## src/rtl/bus_reg_interface_if.sv

```systemverilog
// Signal bundle between the host byte bus, the bridge and the register block.
// bus_data_oe is present only when BUS_DATA_OE_EN is defined.
interface bus_reg_interface_if #(
    parameter int REG_BITS = 4
);
    logic                bus_sel_n;
    logic                bus_rd_nwr;
    logic [REG_BITS-1:0] bus_reg_num;
    logic                bus_bytesel;
    logic [7:0]          bus_wdata;
    logic [7:0]          bus_rdata;
`ifdef BUS_DATA_OE_EN
    logic                bus_data_oe;
`endif
    logic                write_strobe;
    logic                rd_strobe;
    logic [REG_BITS-1:0] reg_num;
    logic [15:0]         reg_wdata;
    logic [15:0]         reg_rdata;

    modport slave (
        input  bus_sel_n, bus_rd_nwr, bus_reg_num, bus_bytesel, bus_wdata, reg_rdata,
`ifdef BUS_DATA_OE_EN
        output bus_data_oe,
`endif
        output bus_rdata, write_strobe, rd_strobe, reg_num, reg_wdata
    );

    modport master (
        output bus_sel_n, bus_rd_nwr, bus_reg_num, bus_bytesel, bus_wdata, reg_rdata,
`ifdef BUS_DATA_OE_EN
        input  bus_data_oe,
`endif
        input  bus_rdata, write_strobe, rd_strobe, reg_num, reg_wdata
    );
endinterface

```

## src/rtl/bus_reg_interface.sv

```systemverilog
// Host 8-bit bus to 16-bit register-word bridge: input synchronisers, even/odd write pairing, latched reads.
// Define BUS_DATA_OE_EN to add the bus_data_oe transceiver-direction output.
//
// state   | meaning
// IDLE    | waiting for an accepted select fall
// WR_HOLD | write cycle open, acts on select rise
// RD_REQ  | read decode: issue rd_strobe or serve the cached odd byte
// RD_WAIT | counting read latency before latching reg_rdata
// RD_HOLD | read byte presented, waiting for select rise
module bus_reg_interface #(
    parameter int SYNC_STAGES = 2,
    parameter int REG_BITS    = 4,
    parameter int RD_LATENCY  = 1
) (
    input logic                clk,
    input logic                rst,
    bus_reg_interface_if.slave bus
);
    typedef enum logic [2:0] {IDLE, WR_HOLD, RD_REQ, RD_WAIT, RD_HOLD} state_t;

    localparam int         SW  = REG_BITS + 11;
    localparam logic [2:0] LAT = 3'(RD_LATENCY);

    state_t state, state_nx;

    logic [SW-1:0]          sync_q [SYNC_STAGES];
    logic [SW-1:0]          sync_in;
    logic [SW-1:0]          sync_out;
    logic [SYNC_STAGES-1:0] prime_q;
    logic                   sel_s, rd_nwr_s, byte_s;
    logic [REG_BITS-1:0]    reg_s;
    logic [7:0]             data_s;

    logic                sel_prev, armed, start, hit;
    logic [REG_BITS-1:0] cur_reg, even_reg, rd_reg, reg_num;
    logic                cur_byte, even_valid, rd_valid;
    logic [7:0]          even_data, bus_rdata;
    logic [15:0]         rd_word, reg_wdata;
    logic [2:0]          lat_cnt;
    logic                write_strobe, rd_strobe;
    logic                do_even, do_odd, do_rd_req, do_fast, do_latch;

    // Select is carried active-high so the all-zero reset value means "deasserted".
    assign sync_in  = {~bus.bus_sel_n, bus.bus_rd_nwr, bus.bus_reg_num, bus.bus_bytesel, bus.bus_wdata};
    assign sync_out = sync_q[SYNC_STAGES-1];
    assign sel_s    = sync_out[SW-1];
    assign rd_nwr_s = sync_out[SW-2];
    assign reg_s    = sync_out[SW-3 -: REG_BITS];
    assign byte_s   = sync_out[8];
    assign data_s   = sync_out[7:0];

    always_ff @(posedge clk or posedge rst) begin
        if (rst) begin
            for (int i = 0; i < SYNC_STAGES; i++) sync_q[i] <= '0;
            prime_q <= '0;
        end else begin
            sync_q[0] <= sync_in;
            for (int i = 1; i < SYNC_STAGES; i++) sync_q[i] <= sync_q[i-1];
            prime_q <= {prime_q[SYNC_STAGES-2:0], 1'b1};
        end
    end

    assign start = armed & sel_s & ~sel_prev;
    assign hit   = rd_valid && (rd_reg == cur_reg);

    always_ff @(posedge clk or posedge rst) begin
        if (rst) state <= IDLE;
        else     state <= state_nx;
    end

    always_comb begin
        state_nx  = state;
        do_even   = 1'b0;
        do_odd    = 1'b0;
        do_rd_req = 1'b0;
        do_fast   = 1'b0;
        do_latch  = 1'b0;
        case (state)
            IDLE:    if (start) state_nx = rd_nwr_s ? RD_REQ : WR_HOLD;
            WR_HOLD: if (!sel_s) begin
                         state_nx = IDLE;
                         do_odd   = cur_byte;
                         do_even  = ~cur_byte;
                     end
            RD_REQ:  if (cur_byte && hit) begin
                         do_fast  = 1'b1;
                         state_nx = sel_s ? RD_HOLD : IDLE;
                     end else begin
                         do_rd_req = 1'b1;
                         state_nx  = RD_WAIT;
                     end
            // Latch always completes, even if select already rose, so rd_word stays coherent.
            RD_WAIT: if (lat_cnt == 3'd0) begin
                         do_latch = 1'b1;
                         state_nx = sel_s ? RD_HOLD : IDLE;
                     end
            RD_HOLD: if (!sel_s) state_nx = IDLE;
            default: state_nx = IDLE;
        endcase
    end

    always_ff @(posedge clk or posedge rst) begin
        if (rst) begin
            sel_prev     <= 1'b0;
            armed        <= 1'b0;
            cur_reg      <= '0;
            cur_byte     <= 1'b0;
            lat_cnt      <= '0;
            even_valid   <= 1'b0;
            even_reg     <= '0;
            even_data    <= '0;
            rd_valid     <= 1'b0;
            rd_reg       <= '0;
            rd_word      <= '0;
            write_strobe <= 1'b0;
            rd_strobe    <= 1'b0;
            reg_num      <= '0;
            reg_wdata    <= '0;
            bus_rdata    <= '0;
        end else begin
            sel_prev     <= sel_s;
            write_strobe <= 1'b0;
            rd_strobe    <= 1'b0;
            // Arm only once the synchroniser holds real samples, so a select held low through reset is ignored.
            if (prime_q[SYNC_STAGES-1] && !sel_s) armed <= 1'b1;
            if (state == IDLE && start) begin
                cur_reg  <= reg_s;
                cur_byte <= byte_s;
            end
            if (do_rd_req)                            lat_cnt <= LAT;
            else if (state == RD_WAIT && lat_cnt != 0) lat_cnt <= lat_cnt - 3'd1;
            if (do_even) begin
                even_reg   <= cur_reg;
                even_data  <= data_s;
                even_valid <= 1'b1;
            end
            if (do_odd) begin
                write_strobe <= 1'b1;
                reg_num      <= cur_reg;
                reg_wdata    <= (even_valid && even_reg == cur_reg) ? {even_data, data_s} : {8'h00, data_s};
                even_valid   <= 1'b0;
            end
            if ((do_even || do_odd) && cur_reg == rd_reg) rd_valid <= 1'b0;
            if (do_rd_req) begin
                rd_strobe <= 1'b1;
                reg_num   <= cur_reg;
            end
            if (do_fast) begin
                bus_rdata <= rd_word[7:0];
                rd_valid  <= 1'b0;
            end
            if (do_latch) begin
                rd_word   <= bus.reg_rdata;
                rd_reg    <= cur_reg;
                rd_valid  <= ~cur_byte;
                bus_rdata <= cur_byte ? bus.reg_rdata[7:0] : bus.reg_rdata[15:8];
            end
        end
    end

`ifdef BUS_DATA_OE_EN
    logic data_oe;

    always_ff @(posedge clk or posedge rst) begin
        if (rst)                                     data_oe <= 1'b0;
        else if (state == IDLE && start && rd_nwr_s) data_oe <= 1'b1;
        else if (!sel_s)                             data_oe <= 1'b0;
    end

    assign bus.bus_data_oe = data_oe;
`endif

    assign bus.write_strobe = write_strobe;
    assign bus.rd_strobe    = rd_strobe;
    assign bus.reg_num      = reg_num;
    assign bus.reg_wdata    = reg_wdata;
    assign bus.bus_rdata    = bus_rdata;
endmodule
```

## src/flat_wrapper.sv

```systemverilog
// flat-port wrapper written by rule: the top's interface ports become plain ports
module bus_reg_interface_flat 
#(
    parameter int SYNC_STAGES = 2,
    parameter int REG_BITS    = 4,
    parameter int RD_LATENCY  = 1
)
  (clk, rst, bus_bus_sel_n, bus_bus_rd_nwr, bus_bus_reg_num, bus_bus_bytesel, bus_bus_wdata, bus_reg_rdata, bus_bus_rdata, bus_write_strobe, bus_rd_strobe, bus_reg_num, bus_reg_wdata);
  bus_reg_interface_if #(.REG_BITS(REG_BITS)) bus_i ();
  input logic clk;
  input logic rst;
  input wire logic [$bits(bus_i.bus_sel_n)-1:0] bus_bus_sel_n;
  input wire logic [$bits(bus_i.bus_rd_nwr)-1:0] bus_bus_rd_nwr;
  input wire logic [$bits(bus_i.bus_reg_num)-1:0] bus_bus_reg_num;
  input wire logic [$bits(bus_i.bus_bytesel)-1:0] bus_bus_bytesel;
  input wire logic [$bits(bus_i.bus_wdata)-1:0] bus_bus_wdata;
  input wire logic [$bits(bus_i.reg_rdata)-1:0] bus_reg_rdata;
  output wire logic [$bits(bus_i.bus_rdata)-1:0] bus_bus_rdata;
  output wire logic [$bits(bus_i.write_strobe)-1:0] bus_write_strobe;
  output wire logic [$bits(bus_i.rd_strobe)-1:0] bus_rd_strobe;
  output wire logic [$bits(bus_i.reg_num)-1:0] bus_reg_num;
  output wire logic [$bits(bus_i.reg_wdata)-1:0] bus_reg_wdata;
  assign bus_i.bus_sel_n = bus_bus_sel_n;
  assign bus_i.bus_rd_nwr = bus_bus_rd_nwr;
  assign bus_i.bus_reg_num = bus_bus_reg_num;
  assign bus_i.bus_bytesel = bus_bus_bytesel;
  assign bus_i.bus_wdata = bus_bus_wdata;
  assign bus_i.reg_rdata = bus_reg_rdata;
  assign bus_bus_rdata = bus_i.bus_rdata;
  assign bus_write_strobe = bus_i.write_strobe;
  assign bus_rd_strobe = bus_i.rd_strobe;
  assign bus_reg_num = bus_i.reg_num;
  assign bus_reg_wdata = bus_i.reg_wdata;
  bus_reg_interface #(.SYNC_STAGES(SYNC_STAGES), .REG_BITS(REG_BITS), .RD_LATENCY(RD_LATENCY)) u_core (.clk(clk), .rst(rst), .bus(bus_i));
endmodule
```

## config.mk

```make
export PLATFORM = sky130hd
export DESIGN_NAME = bus_reg_interface_flat
export DESIGN_NICKNAME = d
export VERILOG_FILES = /design/src/rtl/bus_reg_interface_if.sv /design/src/rtl/bus_reg_interface.sv /design/src/flat_wrapper.sv
export SDC_FILE = /design/constraint.sdc
export NUM_CORES = 1
export LEC_CHECK = 0
export ABC_CLOCK_PERIOD_IN_PS = 10400
export CORE_ASPECT_RATIO = 1.75
export CORE_MARGIN = 10
export CORE_UTILIZATION = 59
export CTS_BUF_LIST = sky130_fd_sc_hd__clkbuf_2 sky130_fd_sc_hd__clkbuf_4 sky130_fd_sc_hd__clkbuf_8
export CTS_CLUSTER_DIAMETER = 120
export DETAILED_ROUTE_END_ITERATION = 12
export GPL_TIMING_DRIVEN = 0
export PLACE_DENSITY = 0.88
export REMOVE_ABC_BUFFERS = 1
export SYNTH_ARGS = -nofsm -noshare
export SYNTH_HDL_FRONTEND = slang
export SYNTH_SLANG_ARGS = --single-unit
```

## constraint.sdc

```tcl
create_clock -name clk -period 10.4 [get_ports clk]
set_clock_uncertainty 0.15 [all_clocks]
set_input_delay 2.08 -clock clk [delete_from_list [all_inputs] [get_ports clk]]
set_output_delay 2.08 -clock clk [all_outputs]
set_load 0.01 [all_outputs]
```

==> results.cfg <==
[status]
status = finished clean

[floorplan]
io_pins = 63
start_util_pct = 60.1
die_x_um = 81.5
row_count = 39
dieArea_sq_mm = 0.0104
design.core.area_sq_mm = 0.00649
die_y_um = 128

[logic_synthesis]
synth.mux.area_fraction_pct = 7.50
synth_top_area_share_pct = 64.8
synth_edf_count = 0
yosysSeqAreaShare_pct = 64.8
async_flop_share_pct = 100
netlist_area_sq_mm = 0.00390
syn_inst = 313
synth-main-ff-cell = dfrtp_1
yosys-top-cells-area = dfrtp_1 (65%), nand2_1 (6.8%), mux2_2 (5.2%)
synth_compound_area_share_pct = 9.97
yosys.area.top_type = dfrtp_1
synth_top_family_by_area = simple AND/OR/NAND/NOR gates
yosys.area_share.simple_pct = 11.3
syn_avg_cell_area_sq_um = 12.5
ys_ff_latch = 101
synth_xor_area_share_pct = 2.02
yosysWarnings = 0
synthAdderAreaFrac_pct = 0.641
yosysUniqueCellTypes = 37

[pwr]
vdd_drop_max_mv = 0.187
power.switching_w = 0.000452
p_leak_nw = 2.13
p_sw_share_pct = 34.6
p_int_w = 0.000854
pwr-share-comb_pct = 33.0
power_frac_clock_pct = 20.0
power_density_mw_per_mm2 = 275
p_seq_share_pct = 47.0

[routing]
drt_iter0_drc = 179
routed_wl_mm = 8.35
wl_per_cell_um = 18.4
drt_first_pass_iters = 4
final_antenna_net_count = 0
via_count = 2532
drc = 0
via_per_inst = 5.59

[critical_path]
crit_fanout = 2
cpPeakStageDelay_ns = 0.56
cp_top_family = buffers and inverters
worstPathArrival_ns = 1.31
reg2reg_from = u_core.lat_cnt[0]
cp-end-kind = output port
startpoint_type = register
crit_chain = clkdlybuf4s50_1
cp.required_ns = 8.17
slowest_stage = clkdlybuf4s50_1
crit_buf_inv = 1
critPathLaunch = u_core.bus.reg_wdata[4]
crit_type = register to output port

[placed_design]
port_buffers = 62
pre_cts_ws_ns = 7.03
dp.final_hpwl_mm = 5.77
placed_cell_area_sq_mm = 0.00454
place_inst = 437
place.gp.congestion = 0.749

[timing]
slew_headroom_pct = 33.0
max_freq_ghz = 0.282
finalHoldViolCount = 0
period_share_pct = 34.1
rsz0062_at_grt = no
setup_tns_ns = 0
fin_ws_ns = 6.86
worstMarginPinSlew_ns = 1.00
finalSetupViolations = 0
post-route-min-period_ns = 3.54
slew_viol_final = 0

[global_route]
grt_pass1_wl_mm = 13.6
grt_overflow = 0
grt_util_all_layers_pct = 16.9
grt_max_degree = 55
grt_pass1_vias = 2773
antenna_found_initial = 0

[clock_network]
clk_latency_ns = 0.38
ctsHtreeMaxLevel = 3
cts_buffer_depth = 2
root_buffer = clkbuf_8
cts_hold_buffers = 0
cts_resized = 0
clk_pin_slew_ns = 0.10
clock_sinks = 101
cts_tree = yes
cts_buffers = 9
cts_setup_buffers = 0

[finish]
layout_common_cells = dfrtp_1 (101), nand2_1 (71), clkdlybuf4s50_1 (62)
largest_reg_flops = 16
drive_gt1_share_pct = 11.1
fin_util_pct = 73.3
fin_cells = 453
regMostFlops = u_core.bus.reg_wdata
area_growth_pct = 21.9
antenna_cells = 0
fin_area_sq_mm = 0.00476
layout_commonest_cell = dfrtp_1
layout.nets = 401

[worst_hold_path]
min-delay-start = u_core.prime_q[0]
hp-class = register to register

[run]
maxCapViolCount = 0
[synth_stat cells (8+ instances only)]
library cell	number
o211ai_1	8
clkbuf_1	8
o31ai_1	8
a22o_1	8
dfrtp_1	101
mux2_2	18
a22oi_1	8
nand2_1	71
nor2_1	8
a41oi_1	8
inv_1	8
xnor2_1	9
mux2i_1	9
buf_2	10
[kinds of logic after synthesis]
kind of cell / Yosys count
xor gates and xnor gates: 9
muxes: 27
adders and majority gates: 2
other: 1
DFF: 101
AOI/OAI and AO/OA: 48
buffers and inverters: 29
and+or+nand+nor: 96
[power by group through the flow]
stage	clock, W	combinational, W	sequential [W]
floorplan	0	0.000240	0.000614
global placement	0	0.000404	0.000608
detailed placement	0	0.000429	0.000618
CTS	0.000265	0.000438	0.000612
global route	0.000280	0.000470	0.000628
finish	0.000262	0.000431	0.000613
[per-layer routing]
layer / routed length (um) / global-route usage [%]
met3: 332 / 3.65
met2: 4720 / 30.3
met1: 3150 / 18.1
met5: 0 / 0
met4: 146 / 7.68
[path summary, 6_finish.rpt]
path                                                 to  slack (ns)  cells past startpoint
worst max-delay path                   bus_reg_wdata[4]        6.86                      1
worst min-delay path                  u_core.prime_q[1]        0.21                      0
worst max register to register  u_core.bus.bus_rdata[3]        8.01                      6
worst min register to register        u_core.prime_q[1]        0.21                      0
max in group asynchronous       u_core.bus.bus_rdata[0]        7.46                      3
min in group asynchronous       u_core.bus.reg_wdata[6]        1.97                      2
[cell type report]
type	instances	area [sq um]
inverter	8	32.5
clock buffer	10	138
fill	464	1730
clock inverter	6	76.3
sequential	101	2530
multi-input combinational	183	1230
timing repair buffer	63	648
tap	82	103
[through the flow]
step / power (W) / hold WS (ns)
floorplan: 0.000854 / 0.181
global placement: 0.00101 / 0.183
detailed placement: 0.00105 / 0.185
CTS: 0.00131 / 0.208
global route: 0.00138 / 0.215
finish: 0.00131 / 0.207
Power figures use the tool's default switching activity.
==> patch 1 (same settings) <==
`REG_BITS` is set to 4 in 3 places; all go to 5.
--- a/src/rtl/bus_reg_interface_if.sv
+++ b/src/rtl/bus_reg_interface_if.sv
@@ -2,5 +2,5 @@
 // bus_data_oe is present only when BUS_DATA_OE_EN is defined.
 interface bus_reg_interface_if #(
-    parameter int REG_BITS = 4
+    parameter int REG_BITS = 5
 );
     logic                bus_sel_n;
--- a/src/rtl/bus_reg_interface.sv
+++ b/src/rtl/bus_reg_interface.sv
@@ -10,5 +10,5 @@
 module bus_reg_interface #(
     parameter int SYNC_STAGES = 2,
-    parameter int REG_BITS    = 4,
+    parameter int REG_BITS    = 5,
     parameter int RD_LATENCY  = 1
 ) (
--- a/src/flat_wrapper.sv
+++ b/src/flat_wrapper.sv
@@ -3,5 +3,5 @@
 #(
     parameter int SYNC_STAGES = 2,
-    parameter int REG_BITS    = 4,
+    parameter int REG_BITS    = 5,
     parameter int RD_LATENCY  = 1
 )
Ports: changed (resized bus_bus_reg_num and bus_reg_num); port bits go from 63 to 65. No check against the original RTL was run, so the function may have changed too.
==> patch 1 against the original RTL <==
Sequential cell count rose by 6; count of clock-buffer cells in the layout did not move; hold slack got worse by 0.0030 ns; global-route usage down 1.6 points; worst setup slack lost 0.0041 ns; power shrank 4.9%; design area increased by 1.4%; synthesized area up 0.83%; routed wire length decreased by 13%; maximum frequency down 0.12%; sequential power is 2% higher.
==> patch 1: results (changes against the original RTL) <==
\begin{tabular}{lr}
\hline
Metric & Value \\
\hline
\multicolumn{2}{l}{\textbf{Timing}} \\
\quad Crit path setup slack, layout & 6.85 ns (-0.00410 ns) \\
\quad Slew at the pin closest to its max-slew limit & 1.06 ns (+0.0542 ns) \\
\multicolumn{2}{l}{\textbf{Route}} \\
\quad Detailed-route via count & 2387 (-5.7\%) \\
\quad Count of routing violations after the opening detailed-route iteration & 173 (-3.4\%) \\
\quad Router iterations before antenna repair & 4 (unchanged) \\
\quad Routed wirelength normalized by instance count & 15.6 um (-15\%) \\
\multicolumn{2}{l}{\textbf{Worst setup path}} \\
\quad Worst stage delay on the critical path & 0.56 ns (about the same) \\
\multicolumn{2}{l}{\textbf{Synthesis}} \\
\quad Async S/R FF share, synth & 1.00 (unchanged) \\
\quad Most area-consuming cells after synthesis & sky130\_fd\_sc\_hd\_\_dfrtp\_1 (68\%), sky130\_fd\_sc\_hd\_\_nand2\_1 (8.5\%), sky130\_fd\_sc\_hd\_\_mux2\_2 (6.0\%) \\
\quad Number of unique standard cell types used by synthesis & 33 (-11\%) \\
\quad List of most frequent post-synthesis cells & sky130\_fd\_sc\_hd\_\_dfrtp\_1 (107), sky130\_fd\_sc\_hd\_\_nand2\_1 (89), sky130\_fd\_sc\_hd\_\_mux2\_2 (21), sky130\_fd\_sc\_hd\_\_xnor2\_1 (11) \\
\quad Post-synthesis sequential area ratio & 0.680 (+0.0328) \\
\multicolumn{2}{l}{\textbf{Power and ir drop}} \\
\quad Switching component of the power & 391 uW (-13\%) \\
\quad Largest vdd supply drop & 0.000132 V (-29\%) \\
\quad Leakage power & 0.00223 uW (+4.8\%) \\
\multicolumn{2}{l}{\textbf{Place}} \\
\quad Placer's final routability congestion estimate & 0.797 (+6.4\%) \\
\quad Count of buffers inserted at the top-level ports & 64 (+3.2\%) \\
\quad Half-perimeter wire length of the detailed placement result & 5340 um (-7.4\%) \\
\quad Post-place setup slack & 7.04 ns (+0.0107 ns) \\
\multicolumn{2}{l}{\textbf{GRT}} \\
\quad First-pass GRT wire length & 12300 um (-9.9\%) \\
\quad Number of global-route vias before repair & 2599 (-6.3\%) \\
\quad Largest net degree at the start of global routing & 73 (+33\%) \\
\quad Global-route total usage across every layer & 0.153 (-0.0164) \\
\multicolumn{2}{l}{\textbf{Die}} \\
\quad Initial Utilization & 0.606 (+0.00501) \\
\multicolumn{2}{l}{\textbf{Cells and area}} \\
\quad Total Nets Final & 414 (+3.2\%) \\
\quad Number of filler instances in the final layout & 435 (-6.3\%) \\
\quad Fraction of layout instances using a drive strength above 1 & 0.120 (+0.00959) \\
\multicolumn{2}{l}{\textbf{Run status}} \\
\quad Outcome & finished, final reports clean \\
\multicolumn{2}{l}{\textbf{CTS}} \\
\quad Root buffer cell & sky130\_fd\_sc\_hd\_\_clkbuf\_8 \\
\hline
\end{tabular}
==> patch 1: stage by stage <==
stage / instance area (sq um) / cells
3_3_place_gp: 4630 / 448
6_report: 4820 / 465
2_1_floorplan: 3880 / 302
4_1_cts: 4820 / 465
3_5_place_dp: 4660 / 449
5_1_grt: 4820 / 465
==> patch 1: logic make-up (layout without fill, tap and decap cells) <==
family	count (synthesis)	in the layout	share of synthesized area
buffers and inverters	18	88	0.0194
flip-flops	107	107	0.680
AO/OA/AOI/OAI	25	25	0.0452
adder cells (fa/ha/maj)	2	2	0.00636
multiplexers	35	35	0.102
other	1	1	0.000953
XOR/XNOR	12	12	0.0267
AND/OR/NAND/NOR	113	113	0.119
==> patch 1: power by group through the flow <==
stage	Combinational (uW)	Clock, uW	Sequential (uW)
finish	398	217	627
detailed placement	406	0	637
floorplan	229	0	635
global placement	385	0	628
global route	445	240	645
CTS	408	224	629
==> patch 1: layout make-up <==
class | count | area share
Timing Repair Buffer | 65 | 0.139
Clock inverter | 6 | 0.00675
Multi-Input combinational cell | 188 | 0.245
Sequential cell | 107 | 0.555
Tap cell | 82 | 0.0213
Clock buffer | 10 | 0.0272
Inverter | 7 | 0.00597
==> patch 1: path summary, 6_finish.rpt <==
kind | slack, ns | to | depth (start not counted) | startpoint
setup / recovery | 6.85 | bus_reg_num[0] | 1 | u_core.bus.reg_num[0]
hold / removal | 0.20 | u_core.sync_out[7] | 0 | u_core.sync_q[23]
setup reg to reg | 7.59 | u_core.bus.reg_num[0] | 5 | u_core.state[1]
hold reg to reg | 0.20 | u_core.sync_out[7] | 0 | u_core.sync_q[23]
max in group asynchronous | 7.48 | u_core.bus.reg_wdata[13] | 3 | rst
min in group asynchronous | 1.95 | u_core.sync_out[7] | 2 | rst
==> patch 1: layer usage <==
layer,global-route usage,share of wire,vias up
met4,0.0614,0.018,0
met5,0,0,-
met1,0.163,0.38,1157
met2,0.257,0.52,70
met3,0.0646,0.078,12
li1,-,-,1148
==> patch 2 (same settings) <==
Made on the original files. Encoding of `state_t`: now one-hot (5 bits for 5 states).
--- a/src/rtl/bus_reg_interface.sv
+++ b/src/rtl/bus_reg_interface.sv
@@ -17,5 +17,5 @@
     bus_reg_interface_if.slave bus
 );
-    typedef enum logic [2:0] {IDLE, WR_HOLD, RD_REQ, RD_WAIT, RD_HOLD} state_t;
+    typedef enum logic [4:0] {IDLE = 5'b00001, WR_HOLD = 5'b00010, RD_REQ = 5'b00100, RD_WAIT = 5'b01000, RD_HOLD = 5'b10000} state_t;
 
     localparam int         SW  = REG_BITS + 11;
Check against the original RTL: same outputs for any inputs over 10 cycles, from zero or initial values and one cycle with rst high; not proved beyond that.
==> patch 2 against the original RTL <==
Non-clock buffer count unchanged; worst setup slack worse by 0.029 ns; power down 8.2%; design area up 5.8%; routed wire length down 9.0%; utilization up 0.13 points; sequential cell count up 2; hold slack worse by 0.0032 ns; synthesized area up 6.7%; clock power down 6%; largest power group unchanged; highest routed layer unchanged.
==> patch 2: results (changes against the original RTL) <==
\begin{tabular}{lr}
\hline
Metric & Value \\
\hline
\multicolumn{2}{l}{\textbf{Cells and area}} \\
\quad Total Nets Final & 389 (-3.0\%) \\
\quad Number of filler instances in the final layout & 409 (-12\%) \\
\quad Fraction of layout instances using a drive strength above 1 & 0.179 (+0.0683) \\
\multicolumn{2}{l}{\textbf{Worst setup path}} \\
\quad Worst-case register-to-register setup slack & 7.47 ns (-0.54 ns) \\
\quad Worst stage delay on the critical path & 0.58 ns (+0.02 ns) \\
\quad Critical Path Source & u\_core.bus.reg\_wdata[9] \\
\quad Path depth of the worst reg2reg path & 5 (-1) \\
\quad Capturing instance or port of the critical path & bus\_reg\_wdata[9] \\
\quad Beginning of the worst register-to-register path & u\_core.state[2] \\
\quad R2R Path End & u\_core.bus.reg\_num[3] \\
\quad Data arrival time of the worst path & 1.34 ns (+0.03 ns) \\
\multicolumn{2}{l}{\textbf{Min path}} \\
\quad Class of the tightest hold or removal check & reg2reg \\
\multicolumn{2}{l}{\textbf{Synthesis}} \\
\quad Post-synthesis sequential area ratio & 0.619 (-0.0284) \\
\quad List of most frequent post-synthesis cells & sky130\_fd\_sc\_hd\_\_dfrtp\_1 (102), sky130\_fd\_sc\_hd\_\_nand2\_1 (37), sky130\_fd\_sc\_hd\_\_mux2\_2 (25), sky130\_fd\_sc\_hd\_\_mux2\_1 (20), sky130\_fd\_sc\_hd\_\_a22o\_1 (9) \\
\quad Most area-consuming cells after synthesis & sky130\_fd\_sc\_hd\_\_dfrtp\_1 (61\%), sky130\_fd\_sc\_hd\_\_mux2\_2 (6.8\%), sky130\_fd\_sc\_hd\_\_mux2\_1 (5.4\%) \\
\multicolumn{2}{l}{\textbf{Run status}} \\
\quad Outcome & finished, final reports clean \\
\multicolumn{2}{l}{\textbf{GRT}} \\
\quad Number of global-route vias before repair & 2607 (-6.0\%) \\
\quad Largest net degree at the start of global routing & 68 (+24\%) \\
\quad Global-route total usage across every layer & 0.142 (-0.0269) \\
\multicolumn{2}{l}{\textbf{Place}} \\
\quad Count of buffers inserted at the top-level ports & 62 (unchanged) \\
\quad Placer's final routability congestion estimate & 0.780 (+4.2\%) \\
\quad Half-perimeter wire length of the detailed placement result & 5390 um (-6.7\%) \\
\multicolumn{2}{l}{\textbf{Route}} \\
\quad Count of routing violations after the opening detailed-route iteration & 192 (+7.3\%) \\
\quad Routed wirelength normalized by instance count & 17.2 um (-6.8\%) \\
\quad Router iterations before antenna repair & 4 (unchanged) \\
\quad Via-per-instance ratio & 5.51 (-1.4\%) \\
\multicolumn{2}{l}{\textbf{Power and ir drop}} \\
\quad Switching component of the power & 365 uW (-19\%) \\
\quad Leakage power & 0.00227 uW (+6.8\%) \\
\quad Largest vdd supply drop & 0.000203 V (+8.6\%) \\
\multicolumn{2}{l}{\textbf{Timing}} \\
\quad Worst slew margin relative to its limit & 0.291 (-0.0392) \\
\hline
\end{tabular}
## patch 2: changes by cell type after synthesis, moves of 7 or more
cell                      before  now
sky130_fd_sc_hd__mux2i_1       9    0
sky130_fd_sc_hd__nand2_1      71   37
sky130_fd_sc_hd__mux2_2       18   25
sky130_fd_sc_hd__mux2_1        0   20
sky130_fd_sc_hd__mux2_4        0    8
sky130_fd_sc_hd__o31ai_1       8    0
sky130_fd_sc_hd__a41oi_1       8    0
sky130_fd_sc_hd__buf_2        10    2
sky130_fd_sc_hd__a22oi_1       8    1
## patch 2: cell type report
| cell class | count | area, sq um | area share |
|---|---|---|---|
| inverter | 8 | 32.5 | 0.00646 |
| tap | 84 | 105 | 0.0209 |
| multi-input combinational | 169 | 1470 | 0.293 |
| clock inverter | 5 | 57.6 | 0.0114 |
| clock buffer | 10 | 138 | 0.0273 |
| sequential | 103 | 2580 | 0.512 |
| timing repair buffer | 63 | 648 | 0.129 |
## patch 2: worst min path at each step
stage	endpoint	startpoint	slack (ns)	cells after the start
floorplan	u_core.prime_q[1]	u_core.prime_q[0]	0.18	0
finish	u_core.sync_out[12]	u_core.sync_q[27]	0.20	0
detailed placement	u_core.sync_out[12]	u_core.sync_q[27]	0.18	0
global route	u_core.sync_out[10]	u_core.sync_q[25]	0.21	0
CTS	u_core.sync_out[9]	u_core.sync_q[24]	0.20	0
global placement	u_core.prime_q[1]	u_core.prime_q[0]	0.18	0
## patch 2: logic make-up after synthesis
logic type	synth area share
flip-flops	0.619
AND/OR/NAND/NOR	0.0953
multiplexers	0.151
AO/OA/AOI/OAI	0.0580
buffers and inverters	0.0267
XOR/XNOR	0.0433
adder cells (fa/ha/maj)	0.00601
other	0.000901
## patch 2: through the flow
step                cell area, sq um  worst slack [ns]  hold WS, ns  utilization  std cells
floorplan                       4080              5.47        0.181            -        280
global placement                4810              4.22        0.182        0.701        426
detailed placement              4840              6.81        0.185        0.706        427
CTS                             5030              6.81        0.205        0.734        442
global route                    5030              6.76        0.209        0.734        442
finish                          5030              6.83        0.203        0.734        442
## patch 2: power by group through the flow
stage	Combinational, uW	Clock (uW)	Sequential (uW)
5_1_grt	392	269	606
6_report	361	246	592
3_5_place_dp	364	0	600
3_3_place_gp	350	0	593
2_1_floorplan	229	0	595
4_1_cts	366	253	592
## patch 2: per-layer routing
| metal | vias to the layer above | wire length, um | track usage |
|---|---|---|---|
| li1 | 1130 | - | - |
| met1 | 1239 | 2890 | 0.154 |
| met2 | 51 | 4220 | 0.250 |
| met3 | 16 | 326 | 0.0402 |
| met4 | 0 | 164 | 0.0636 |
| met5 | - | 0 | 0 |
